[src/rtl/anim_pkg.sv]
// rtl/anim_pkg.sv - Animation state encodings, frame counts and sprite constants shared with the renderer
package anim_pkg;

    typedef enum logic [7:0] {
        ST_STAND  = 8'd0,
        ST_ATTACK = 8'd1,
        ST_MOVEL  = 8'd2,
        ST_MOVER  = 8'd3,
        ST_HURT   = 8'd4,
        ST_DEFEND = 8'd5
    } anim_state_t;

    localparam int ANIM_TICKS_PER_FRAME  = 6;
    localparam int ANIM_STAND_FRAMES     = 8;
    localparam int ANIM_MOVE_FRAMES      = 5;
    localparam int ANIM_ATTACK_FRAMES    = 9;
    localparam int ANIM_HURT_FRAMES      = 4;
    localparam int ANIM_ATTACK_HIT_FRAME = 4;

    localparam int SPRITE_W = 64;
    localparam int SPRITE_H = 96;

    // Decision from the idle-like states (stand and walking), highest priority first.
    function automatic anim_state_t pick_state(
        input logic hit_p,
        input logic attack,
        input logic defend,
        input logic left,
        input logic right
    );
        if (hit_p)              return ST_HURT;
        else if (attack)        return ST_ATTACK;
        else if (defend)        return ST_DEFEND;
        else if (left && !right) return ST_MOVEL;
        else if (right && !left) return ST_MOVER;
        else                    return ST_STAND;
    endfunction

endpackage

[src/rtl/frame_tick_sync.sv]
// rtl/frame_tick_sync.sv - Brings frame_clk into the Clk domain and emits a one-cycle tick per rising edge
module frame_tick_sync (
    input  logic Clk,
    input  logic Reset,
    input  logic frame_clk,
    output logic tick
);

    logic sync1_q;
    logic sync2_q;
    logic prev_q;

    always_ff @(posedge Clk or negedge Reset) begin
        if (!Reset) begin
            sync1_q <= 1'b0;
            sync2_q <= 1'b0;
            prev_q  <= 1'b0;
        end else begin
            sync1_q <= frame_clk;
            sync2_q <= sync1_q;
            prev_q  <= sync2_q;
        end
    end

    assign tick = sync2_q & ~prev_q;

endmodule

[src/rtl/character_anim_ctrl.sv]
// rtl/character_anim_ctrl.sv - Per-fighter animation sequencer driving state, frame index and motion pulses
module character_anim_ctrl
    import anim_pkg::*;
#(
    parameter int TICKS_PER_FRAME  = anim_pkg::ANIM_TICKS_PER_FRAME,
    parameter int STAND_FRAMES     = anim_pkg::ANIM_STAND_FRAMES,
    parameter int MOVE_FRAMES      = anim_pkg::ANIM_MOVE_FRAMES,
    parameter int ATTACK_FRAMES    = anim_pkg::ANIM_ATTACK_FRAMES,
    parameter int HURT_FRAMES      = anim_pkg::ANIM_HURT_FRAMES,
    parameter int ATTACK_HIT_FRAME = anim_pkg::ANIM_ATTACK_HIT_FRAME
) (
    input  logic       Clk,
    input  logic       Reset,
    input  logic       frame_clk,
    input  logic       key_left,
    input  logic       key_right,
    input  logic       key_attack,
    input  logic       key_defend,
    input  logic       hit,
    output logic [7:0] character1_state,
    output logic [7:0] frame_num,
    output logic       move_l,
    output logic       move_r,
    output logic       strike,
    output logic       blocked
);

    localparam int               DIV_W     = (TICKS_PER_FRAME > 1) ? $clog2(TICKS_PER_FRAME) : 1;
    localparam logic [DIV_W-1:0] DIV_LAST  = DIV_W'(TICKS_PER_FRAME - 1);
    localparam logic [7:0]       HIT_FRAME = 8'(ATTACK_HIT_FRAME);

    anim_state_t      state_q, state_d;
    logic [7:0]       frame_q, frame_d;
    logic [DIV_W-1:0] div_q, div_d;
    logic             pend_q, pend_d;
    logic             move_l_q, move_l_d;
    logic             move_r_q, move_r_d;
    logic             strike_q, strike_d;
    logic             blocked_q, blocked_d;

    logic             tick;
    logic             hit_now;
    logic             frame_step;
    logic [7:0]       last_frame;

    frame_tick_sync u_tick_sync (
        .Clk       (Clk),
        .Reset     (Reset),
        .frame_clk (frame_clk),
        .tick      (tick)
    );

    always_comb begin
        case (state_q)
            ST_STAND:           last_frame = 8'(STAND_FRAMES - 1);
            ST_MOVEL, ST_MOVER: last_frame = 8'(MOVE_FRAMES - 1);
            ST_ATTACK:          last_frame = 8'(ATTACK_FRAMES - 1);
            ST_HURT:            last_frame = 8'(HURT_FRAMES - 1);
            default:            last_frame = 8'd0;
        endcase
    end

    // A hit landing on the same cycle as the tick is treated as already pending.
    assign hit_now    = pend_q | hit;
    assign frame_step = tick && (div_q == DIV_LAST);

    always_comb begin
        state_d   = state_q;
        frame_d   = frame_q;
        div_d     = div_q;
        pend_d    = pend_q;
        move_l_d  = 1'b0;
        move_r_d  = 1'b0;
        strike_d  = 1'b0;
        blocked_d = 1'b0;

        if (tick) begin
            pend_d = 1'b0;
        end else if (hit && state_q != ST_HURT) begin
            pend_d = 1'b1;
        end

        if (tick) begin
            case (state_q)
                ST_STAND, ST_MOVEL, ST_MOVER: begin
                    state_d = pick_state(hit_now, key_attack, key_defend, key_left, key_right);
                end
                ST_ATTACK: begin
                    if (hit_now) begin
                        state_d = ST_HURT;
                    end else if (frame_step && frame_q == last_frame) begin
                        state_d = ST_STAND;
                    end
                end
                ST_HURT: begin
                    if (frame_step && frame_q == last_frame) begin
                        state_d = ST_STAND;
                    end
                end
                ST_DEFEND: begin
                    if (hit_now) begin
                        blocked_d = 1'b1;
                    end else if (!key_defend) begin
                        state_d = ST_STAND;
                    end
                end
                default: state_d = ST_STAND;
            endcase

            if (state_d != state_q || state_q == ST_DEFEND) begin
                frame_d = 8'd0;
                div_d   = '0;
            end else begin
                div_d = frame_step ? '0 : div_q + 1'b1;
                if (frame_step) begin
                    frame_d = (frame_q == last_frame) ? 8'd0 : frame_q + 8'd1;
                end
                strike_d = frame_step && state_q == ST_ATTACK && (frame_q + 8'd1) == HIT_FRAME;
            end

            // Every tick spent walking (including the entering tick) moves one pixel.
            move_l_d = (state_d == ST_MOVEL);
            move_r_d = (state_d == ST_MOVER);
        end
    end

    always_ff @(posedge Clk or negedge Reset) begin
        if (!Reset) begin
            state_q   <= ST_STAND;
            frame_q   <= 8'd0;
            div_q     <= '0;
            pend_q    <= 1'b0;
            move_l_q  <= 1'b0;
            move_r_q  <= 1'b0;
            strike_q  <= 1'b0;
            blocked_q <= 1'b0;
        end else begin
            state_q   <= state_d;
            frame_q   <= frame_d;
            div_q     <= div_d;
            pend_q    <= pend_d;
            move_l_q  <= move_l_d;
            move_r_q  <= move_r_d;
            strike_q  <= strike_d;
            blocked_q <= blocked_d;
        end
    end

    assign character1_state = state_q;
    assign frame_num        = frame_q;
    assign move_l           = move_l_q;
    assign move_r           = move_r_q;
    assign strike           = strike_q;
    assign blocked          = blocked_q;

endmodule

[config.mk]
export PLATFORM = sky130hd
export DESIGN_NAME = character_anim_ctrl
export DESIGN_NICKNAME = d
export VERILOG_FILES = /design/src/rtl/anim_pkg.sv /design/src/rtl/frame_tick_sync.sv /design/src/rtl/character_anim_ctrl.sv
export SDC_FILE = /design/constraint.sdc
export NUM_CORES = 1
export LEC_CHECK = 0
export ABC_AREA = 1
export CAP_MARGIN = 5
export CORE_MARGIN = 1
export CORE_UTILIZATION = 56
export CTS_BUF_LIST = sky130_fd_sc_hd__clkbuf_8
export DETAILED_ROUTE_END_ITERATION = 7
export DONT_BUFFER_PORTS = 1
export GPL_ROUTABILITY_DRIVEN = 1
export PLACE_DENSITY_LB_ADDON = 0.05
export SETUP_SLACK_MARGIN = 0.4
export SLEW_MARGIN = 25
export SYNTH_ARGS = -nofsm -noshare
export SYNTH_HDL_FRONTEND = slang
export SYNTH_SLANG_ARGS = --single-unit
[constraint.sdc]
create_clock -name Clk -period 3.4 [get_ports Clk]
set_clock_uncertainty 0.1 [all_clocks]
set_input_delay 0.17 -clock Clk [delete_from_list [all_inputs] [get_ports Clk]]
set_output_delay 0.17 -clock Clk [all_outputs]
set_load 0.02 [all_outputs]
======== Word-level counts from Yosys, hierarchy flattened ========
Cells that the tools add are included.
storage, ports and cells
  register bits ........................... 27
  bits of input ports ..................... 8
  output and inout port bits .............. 20
cells by class
  $add $sub $neg .......................... 2
  eq/ne operators ......................... 12
  muxes and demuxes ....................... 26
  bitwise gates (word level) .............. 3
  reduce and logical (&&, ||, !) cells .... 16
operator list
  cell                 number
  $mux 8               8
  $eq 8x2->1 const B   4
  $pmux 8 s4           1
  $eq 8x3->1 const B   3
  $pmux 4 s4           1
  $mux 3               5
  $mux 1               9
  $add 8x1->8 const B  1
  $eq 8x1->1 const B   1
  $eq 8x8->1           1
  $logic_not 8->1      1
  $ne 8x3->1 const B   1
  $ne 8x8->1           1
  $logic_and 1x1->1    7
  $mux 2               2
  $reduce_bool 2->1    2
  $add 3x1->3 const B  1
  $eq 3x3->1 const B   1
  $reduce_or 3->1      1
  $logic_not 1->1      2
  $reduce_and 2->1     1
  $reduce_or 2->1      1
  $and 1x1->1          1
  $logic_or 1x1->1     1
  other kinds (2)      2

======== Logic depth before layout (Yosys ltp) ========
Gate-level depths: netlist of run 1.
  word-level depth ........................ 13
  depth in mapped cells ................... 18

======== Cells and area by module ========
From an unflattened synthesis of run 1, not the netlist that was laid out.
second synthesis, totals
  cell total of the unflattened synthesis .. 213
  area total of the unflattened synthesis .. 1631.6 µm²
by module, submodules not included
  module               instances  cells each  area each (µm²)  seq. area each (µm²)
  character_anim_ctrl  1          208         1546.5           600.6
  frame_tick_sync      1          5           85.1             75.1

======== Worst setup path after synthesis of run 1 ========
No wires, ideal clock.
  path type ............................... register -> register
  from .................................... register state_q[4], in the netlist character1_state[4]
  to ...................................... register frame_q[5], in the netlist frame_num[5]
  setup time .............................. 119 ps
  data arrival time ....................... 1978 ps
  slack ................................... 1203 ps
  cell stages (with the launch flop) ...... 16
  buffers on the path ..................... 1
  cells stage by stage .................... dfrtp_1 nor2_4 nand2_4 nor2_1 nand2_1 o21ai_2 nand4_2 nand2_1 nand2_1 nand2_1 nand3_2 nand3_4 nand2_4 buf_12 nand2_2 o21ai_2
on the way
  longest elaborated chain between the ends .. 13
  elaborated cells on any way between the ends .. 24
RTL lines
  item                         RTL line                                                                          text
  from (decl)                  character_anim_ctrl.sv:32                                                         anim_state_t state_q, state_d;
  from (signal assigned)       character_anim_ctrl.sv:138                                                        state_q <= state_d;
  $eq 8x2->1                   character_anim_ctrl.sv:54, character_anim_ctrl.sv:84
  $reduce_or 2->1              character_anim_ctrl.sv:54                                                         case (state_q)
  $pmux 4 s4                   character_anim_ctrl.sv:54
  $eq 8x8->1                   character_anim_ctrl.sv:91, character_anim_ctrl.sv:96, character_anim_ctrl.sv:116
  $logic_and 1x1->1            character_anim_ctrl.sv:91, character_anim_ctrl.sv:96
  $mux 8                       character_anim_ctrl.sv:91, character_anim_ctrl.sv:96
  $mux 8                       character_anim_ctrl.sv:89                                                         if (hit_now) begin
  $pmux 8 s4                   character_anim_ctrl.sv:84                                                         case (state_q)
  $mux 8                       character_anim_ctrl.sv:83                                                         if (tick) begin
  $ne 8x8->1                   character_anim_ctrl.sv:110                                                        if (state_d != state_q || state_q == ST_DEFEND) begin
  $logic_or 1x1->1             character_anim_ctrl.sv:110
  $reduce_bool 2->1 (no line)  n/a
  $reduce_and 2->1 (no line)   n/a
  to (signal assigned)         character_anim_ctrl.sv:139                                                        frame_q <= frame_d;
  to (decl)                    character_anim_ctrl.sv:33                                                         logic [7:0] frame_q, frame_d;
Several ways; a longest one is shown, not always the timed one. The select of a mux whose other input is x is not followed.
A chain may end at the register's enable or synchronous reset.

======== Final worst setup path of run 1 ========
  from .................................... register state_q[0], in the netlist character1_state[0]
  to ...................................... register frame_q[3], in the netlist frame_num[3]
Same word-level chain as after synthesis.

==> reports/qor.txt, run 1 <==
crit-path max cell delay -> 610 ps
Root Buffer -> clkbuf_8
hold_buf cts -> 3
DRC -> 0
Max transition margin -> 0.717
Fmax -> 410 MHz
fin crit share -> 0.718
initial antenna violation count -> 0
Skew-Pair Late Insertion Delay -> 270 ps
Final Hold Fails -> 0
synthesized area per cell -> 8.65 sq um
multi-input logic area -> 857 sq um
Worst Path Arrival -> 2550 ps
endpoints failing setup -> 0
CTS tree -> built
syn_nets -> 206
die area -> 3200 sq um
post-synthesis sequential area ratio -> 0.405
Core Rows -> 19
worst min path class -> in2reg
cell count of the worst reg-to-reg path -> 12
Hold Path End -> move_l
first-pass GRT wire length -> 5550 um
slack of the critical path -> 958 ps
total iterations of the first detailed-routing run -> 4
total setup buffers inserted after CTS -> 0
IR Drop Worst-Case VDD -> 0.488 mV
vias in the first global route -> 1288
hpwl dp -> 2380 um
Max-Cap Viols -> 0
worst path cell trace -> nand2_2 -> nor2_1 -> nand3_1 -> a21oi_2 -> nor2_2 -> nand3_1 -> nand3_2 -> nor2_8 -> nand3_4 -> nand2_4 -> nand2_1 -> o21ai_2
CTS Sinks -> 27
total track usage -> 0.222
DR WL/cell -> 13.3 um
Cells after DPL -> 222
CP required -> 3500 ps
worst hold slack -> 38.2 ps
P&R area growth vs syn -> 6.22%
Starting Density -> 0.600
Cell Pwr Density -> 649 nW/um^2
htree depth -> 1
Worst setup SP type -> flip-flop
Max FO, Critical Path -> 16
Worst path depth -> 12
Syn Inst Count -> 193
Buf/Inv on CP -> 0
ANT nets after route -> 0
reg2reg end -> frame_num[3]
mapped cell area -> 1670 sq um
Routed WL -> 3040 um
Port Buffer Count -> 0
Ant. Diodes -> 0
leakage -> 0.862 nW
cts repair resizes -> 0
RSZ-0062 raised after global routing -> no
total grt overflow -> 0
Routability Congestion -> 0.964
Reg clk slew, reported paths -> 90 ps
final layout net count -> 212
core area -> 2780 sq um
chip width -> 56.6 um
status -> complete, no violations
R2R Path Start -> character1_state[0]
Core Util, Final -> 0.637
worst slew pin tran -> 424 ps
Detailed Route Iter0 Violations -> 24
setup slack, reg-to-reg -> 960 ps
clk buf depth -> 2
Synth cell types -> 29
top cell family by delay on the critical path -> simple AND/OR/NAND/NOR gates
# IOs -> 28
setup tns final -> 0 ps
hold_sp -> key_attack
Crit. End Element -> flip-flop
Finished Layout Cells -> 229
layout cell share with drive strength beyond 1 -> 0.212
hold depth -> 3
filler cell count -> 231
routed vias -> 1244
Seq. cell area -> 676 sq um
post-place setup slack -> 963 ps
CP max-delay cell -> dfrtp_1
number of vias per cell -> 5.43
CTS Buf Count -> 3
Yosys warnings -> 0
#FFs+latches synth -> 27
max-slew violations -> 0
Tmin final -> 2440 ps
CP dominant cell by count -> nand3_1
crit path kind -> reg2reg
die height -> 56.6 um
largest net degree at the start of global routing -> 28
-- layer usage --
layer	vias up	wire length [um]	GRT usage
li1	639	-	-
met1	575	1390	0.281
met2	23	1510	0.390
met3	7	92	0.0369
met4	0	41	0.0592
met5	-	0	0
-- cell families (layout without fill, tap and decap cells) --
group	count (synthesis)	count (layout)	synth area share
simple gates	100	100	0.347
buf+inv	32	37	0.0817
flops	27	27	0.405
compound gates	21	21	0.0870
xor+xnor	8	8	0.0420
fa+ha+maj	5	5	0.0375
-- worst max path at each step --
| stage | slack, ps | startpoint | to |
|---|---|---|---|
| final | 960 | character1_state[0] | frame_num[3] |
| after global routing | 700 | character1_state[1] | frame_num[0] |
| after CTS | 940 | character1_state[0] | frame_num[0] |
| after detailed placement | 960 | character1_state[0] | frame_num[0] |
| after global placement | 1000 | character1_state[4] | frame_num[1] |
| after floorplan | 1200 | character1_state[4] | frame_num[5] |
-- cell type report --
type / instances / area share
multi-input cells: 134 / 0.483
flip-flops and latches: 27 / 0.381
inverters: 30 / 0.0635
clock buffers: 3 / 0.0233
repair buffers: 3 / 0.0226
well taps: 31 / 0.0219
clock inverters: 1 / 0.00423
-- synthesized netlist by cell type --
| master | instances | share of area |
|---|---|---|
| a21oi_2 | 1 | 0.0052 |
| xnor2_1 | 1 | 0.0052 |
| buf_12 | 1 | 0.012 |
| nand4_2 | 1 | 0.0075 |
| or2_2 | 1 | 0.0038 |
| nor2_8 | 1 | 0.012 |
| nand3b_1 | 1 | 0.0045 |
| nor2_1 | 16 | 0.036 |
| nand3_1 | 10 | 0.030 |
| xor2_1 | 7 | 0.037 |
| o21ai_2 | 9 | 0.047 |
| nand2_4 | 2 | 0.013 |
| a21oi_1 | 3 | 0.0090 |
| nor4_1 | 1 | 0.0038 |
| nand4_1 | 11 | 0.041 |
| dfrtp_1 | 27 | 0.40 |
| o21ai_0 | 7 | 0.021 |
| clkbuf_1 | 1 | 0.0022 |
| nand2_1 | 28 | 0.063 |
| o31ai_1 | 1 | 0.0045 |
| nor3_1 | 8 | 0.024 |
| nor2_4 | 5 | 0.034 |
| ha_1 | 5 | 0.037 |
| nand2_2 | 6 | 0.022 |
| nor2_2 | 5 | 0.019 |
| inv_2 | 2 | 0.0045 |
| inv_1 | 28 | 0.063 |
| nand3_4 | 2 | 0.021 |
| nand3_2 | 2 | 0.012 |
-- where the power goes --
| group | switching, mW | total, mW | internal (mW) |
|---|---|---|---|
| clock | 0.0991 | 0.182 | 0.0831 |
| sequential | 0.0892 | 0.452 | 0.363 |
| combinational | 0.341 | 0.516 | 0.175 |
| total | 0.529 | 1.15 | 0.621 |
-- cells in the final DEF, fill, tap and decap left out --
cell,count
nand3_1,10
o31ai_1,1
clkbuf_8,3
nand3_2,2
buf_12,1
nor2_4,5
nand4_2,1
nand2_2,6
nand3b_1,1
xor2_1,7
xnor2_1,1
nor2_2,5
a21oi_2,1
nand3_4,2
nand2_4,2
ha_1,5
o21ai_2,9
clkinvlp_4,1
a21oi_1,3
inv_1,28
nand2_1,28
nor3_1,8
dlygate4sd3_1,2
dfrtp_1,27
o21ai_0,7
nor2_8,1
nor2_1,16
nand4_1,11
inv_2,2
nor4_1,1
or2_2,1
-- per-stage QoR --
step	cell area (sq um)	total power, mW
5_1_grt	1770	1.25
2_1_floorplan	1670	0.891
6_report	1770	1.15
3_5_place_dp	1680	0.968
3_3_place_gp	1680	0.955
4_1_cts	1770	1.17
-- tightest hold or removal path: cells and delay by family --
family,cells,cell delay [ps]
and+or+nand+nor,3,210
No activity file was read; power rests on OpenSTA's default activity.
==> run 2: changes to the inputs <==
Clock period 3.4 ns to 2.2 ns, I/O delays scaled along.
==> reports/qor.txt, run 2 (same netlist as run 1, synthesis figures left out) <==
status -> complete, no violations
Cells after DPL -> 242 (+9.0%)
Cell Pwr Density -> 1030 nW/um^2 (+59%)
# IOs -> 28 (unchanged)
first-pass GRT wire length -> 6240 um (+12%)
post-route cell area -> 2070 sq um (+17%)
largest net degree at the start of global routing -> 28 (unchanged)
crit path kind -> reg2reg
Worst setup SP type -> flip-flop
Hold Path End -> blocked
Routability Congestion -> 0.934 (-3.2%)
DRC -> 0 (unchanged)
Ant. Diodes -> 0 (unchanged)
Core Rows -> 19 (unchanged)
total grt overflow -> 0 (unchanged)
R2R Path Start -> character1_state[2]
cell internal pwr -> 1.14 mW (+84%)
Finished Layout Cells -> 258 (+13%)
Root Buffer -> clkbuf_8
setup slack, reg-to-reg -> 30 ps (-930 ps)
CP dominant cell by count -> nand2_2
Starting Density -> 0.600 (unchanged)
CTS Sinks -> 27 (unchanged)
filler cell count -> 204 (-12%)
routed vias -> 1426 (+15%)
endpoints failing setup -> 0 (unchanged)
crit-path max cell delay -> 430 ps (-180 ps)
total track usage -> 0.260 (+0.0384)
RSZ-0062 raised after global routing -> yes
Seq. cell area -> 687 sq um (+1.7%)
most common cell after layout, fill and taps aside -> inv_1
hold depth -> 2 (-1)
Logic pwr share -> 0.571 (+0.122)
number of vias per cell -> 5.53 (+1.7%)
Clk pwr share -> 0.139 (-0.019)
Sw Ratio -> 0.466 (+0.00571)
total iterations of the first detailed-routing run -> 4 (unchanged)
setup tns final -> 0 ps (unchanged)
multi-input logic area -> 922 sq um (+7.6%)
worst hold slack -> 72.0 ps (+33.8 ps)
Fmax -> 461 MHz (+12%)
fin crit share -> 0.987 (+0.269)
leakage -> 0.999 nW (+16%)
CTS tree -> built
core area -> 2780 sq um (unchanged)
Final Hold Fails -> 0 (unchanged)
clk buf depth -> 2 (unchanged)
CP required -> 2310 ps (-1190 ps)
hold_sp -> hit
IR Drop Worst-Case VDD -> 0.859 mV (+76%)
initial antenna violation count -> 0 (unchanged)
worst min path class -> in2reg
Post-DP Area -> 1860 sq um (+10%)
vias in the first global route -> 1369 (+6.3%)
sequential share of power -> 0.290 (-0.103)
Detailed Route Iter0 Violations -> 50 (+110%)
worst slew pin tran -> 356 ps (-67.7 ps)
htree depth -> 1 (unchanged)
CTS Buf Count -> 3 (unchanged)
final layout net count -> 241 (+14%)
DR WL/cell -> 14.5 um (+9.6%)
Tmin final -> 2170 ps (-271 ps)
layout cell share with drive strength beyond 1 -> 0.379 (+0.167)
Skew-Pair Late Insertion Delay -> 280 ps (about the same)
ANT nets after route -> 0 (unchanged)
P&R area growth vs syn -> 23.8%
chip width -> 56.6 um (unchanged)
commonest cells after routing, fill and taps aside -> 26 x inv_1, 25 x nand2_1, 25 x buf_4
die height -> 56.6 um (unchanged)
Crit. End Element -> flip-flop
P_sw -> 0.995 mW (+88%)
CP max-delay cell -> dfrtp_2
die area -> 3200 sq um (unchanged)
Routed WL -> 3750 um (+23%)
Reg clk slew, reported paths -> 90 ps (about the same)
max-slew violations -> 0 (unchanged)
Worst Path Arrival -> 2290 ps (-260 ps)
reg2reg end -> frame_num[2]
cell count of the worst reg-to-reg path -> 15 (+3)
hpwl dp -> 2580 um (+8.5%)
Max-Cap Viols -> 0 (unchanged)
worst path cell trace -> nor2_4 -> nand2_2 -> nor2_4 -> nor2_2 -> nor2_2 -> nand4_2 -> nand2_2 -> nand2_2 -> nand2_2 -> nand3_4 -> nor2_8 -> nand3_4 -> nand2_8 -> nand2_1 -> o21ai_2
Max FO, Critical Path -> 8 (-8)
Max transition margin -> 0.762 (+0.0445)
Port Buffer Count -> 0 (unchanged)
## run 2: cell types whose count changed in the layout (fill, tap and decap cells not counted), sizes merged
cell / change
buf: +26
clkinv: +1
dlygate4sd3: +2
nand2: +1
clkinvlp: -1
## run 2: worst max path at each step
stage | from | to | slack [ps] | cells past startpoint
3_5_place_dp | character1_state[7] | frame_num[2] | 5 | 15
5_1_grt | character1_state[2] | frame_num[2] | -80 | 15
2_1_floorplan | character1_state[5] | frame_num[5] | 70 | 16
3_3_place_gp | character1_state[3] | frame_num[0] | 50 | 15
6_report | character1_state[2] | frame_num[2] | 30 | 15
4_1_cts | character1_state[2] | frame_num[2] | 50 | 15
## run 2: area by class of cell
type	instances	area share
flip-flops and latches	27	0.333
repair buffers	31	0.125
well taps	31	0.0188
inverters	30	0.0545
clock buffers	3	0.0200
clock inverters	1	0.00242
multi-input cells	135	0.446
## run 2: layer usage
metal	GRT usage	up-vias	wire length, um
met1	0.345	672	1650
met3	0.0438	8	180
met2	0.422	46	1850
li1	-	700	-
met5	0	-	0
met4	0.108	0	70
## run 2: critical path: cells and delay by family (launching register included)
family             cells  cell delay, ps
and+or+nand+nor       14            1520
DFF                    1             430
AOI/OAI and AO/OA      1              60
## run 2: stage by stage
step                       util  setup WS (ps)  total power [mW]
after detailed placement  0.667           4.63              1.61
after global placement    0.667           49.0              1.59
after floorplan               -           70.9              1.39
after global routing      0.743          -76.5              2.26
after CTS                 0.730           48.0              2.07
final                     0.743           29.4              2.13
## run 2: what timing repair did
| item | CTS | global route |
|---|---|---|
| endpoints found under the setup margin | 15 | 17 |
| buffers inserted | 4 | 2 |
| cloned | 1 | 0 |
| gates resized for setup | 5 | 8 |
| pin swaps | 8 | 2 |
| hold endpoints to repair | 31 | 0 |
| hold buffers | 5 | 0 |
## run 2: power by group through the flow
| stage | sequential [mW] | combinational, mW | clock, mW |
|---|---|---|---|
| 2_1_floorplan | 0.694 | 0.699 | 0 |
| 3_3_place_gp | 0.627 | 0.958 | 0 |
| 3_5_place_dp | 0.630 | 0.984 | 0 |
| 4_1_cts | 0.620 | 1.15 | 0.302 |
| 5_1_grt | 0.628 | 1.33 | 0.308 |
| 6_report | 0.620 | 1.22 | 0.296 |
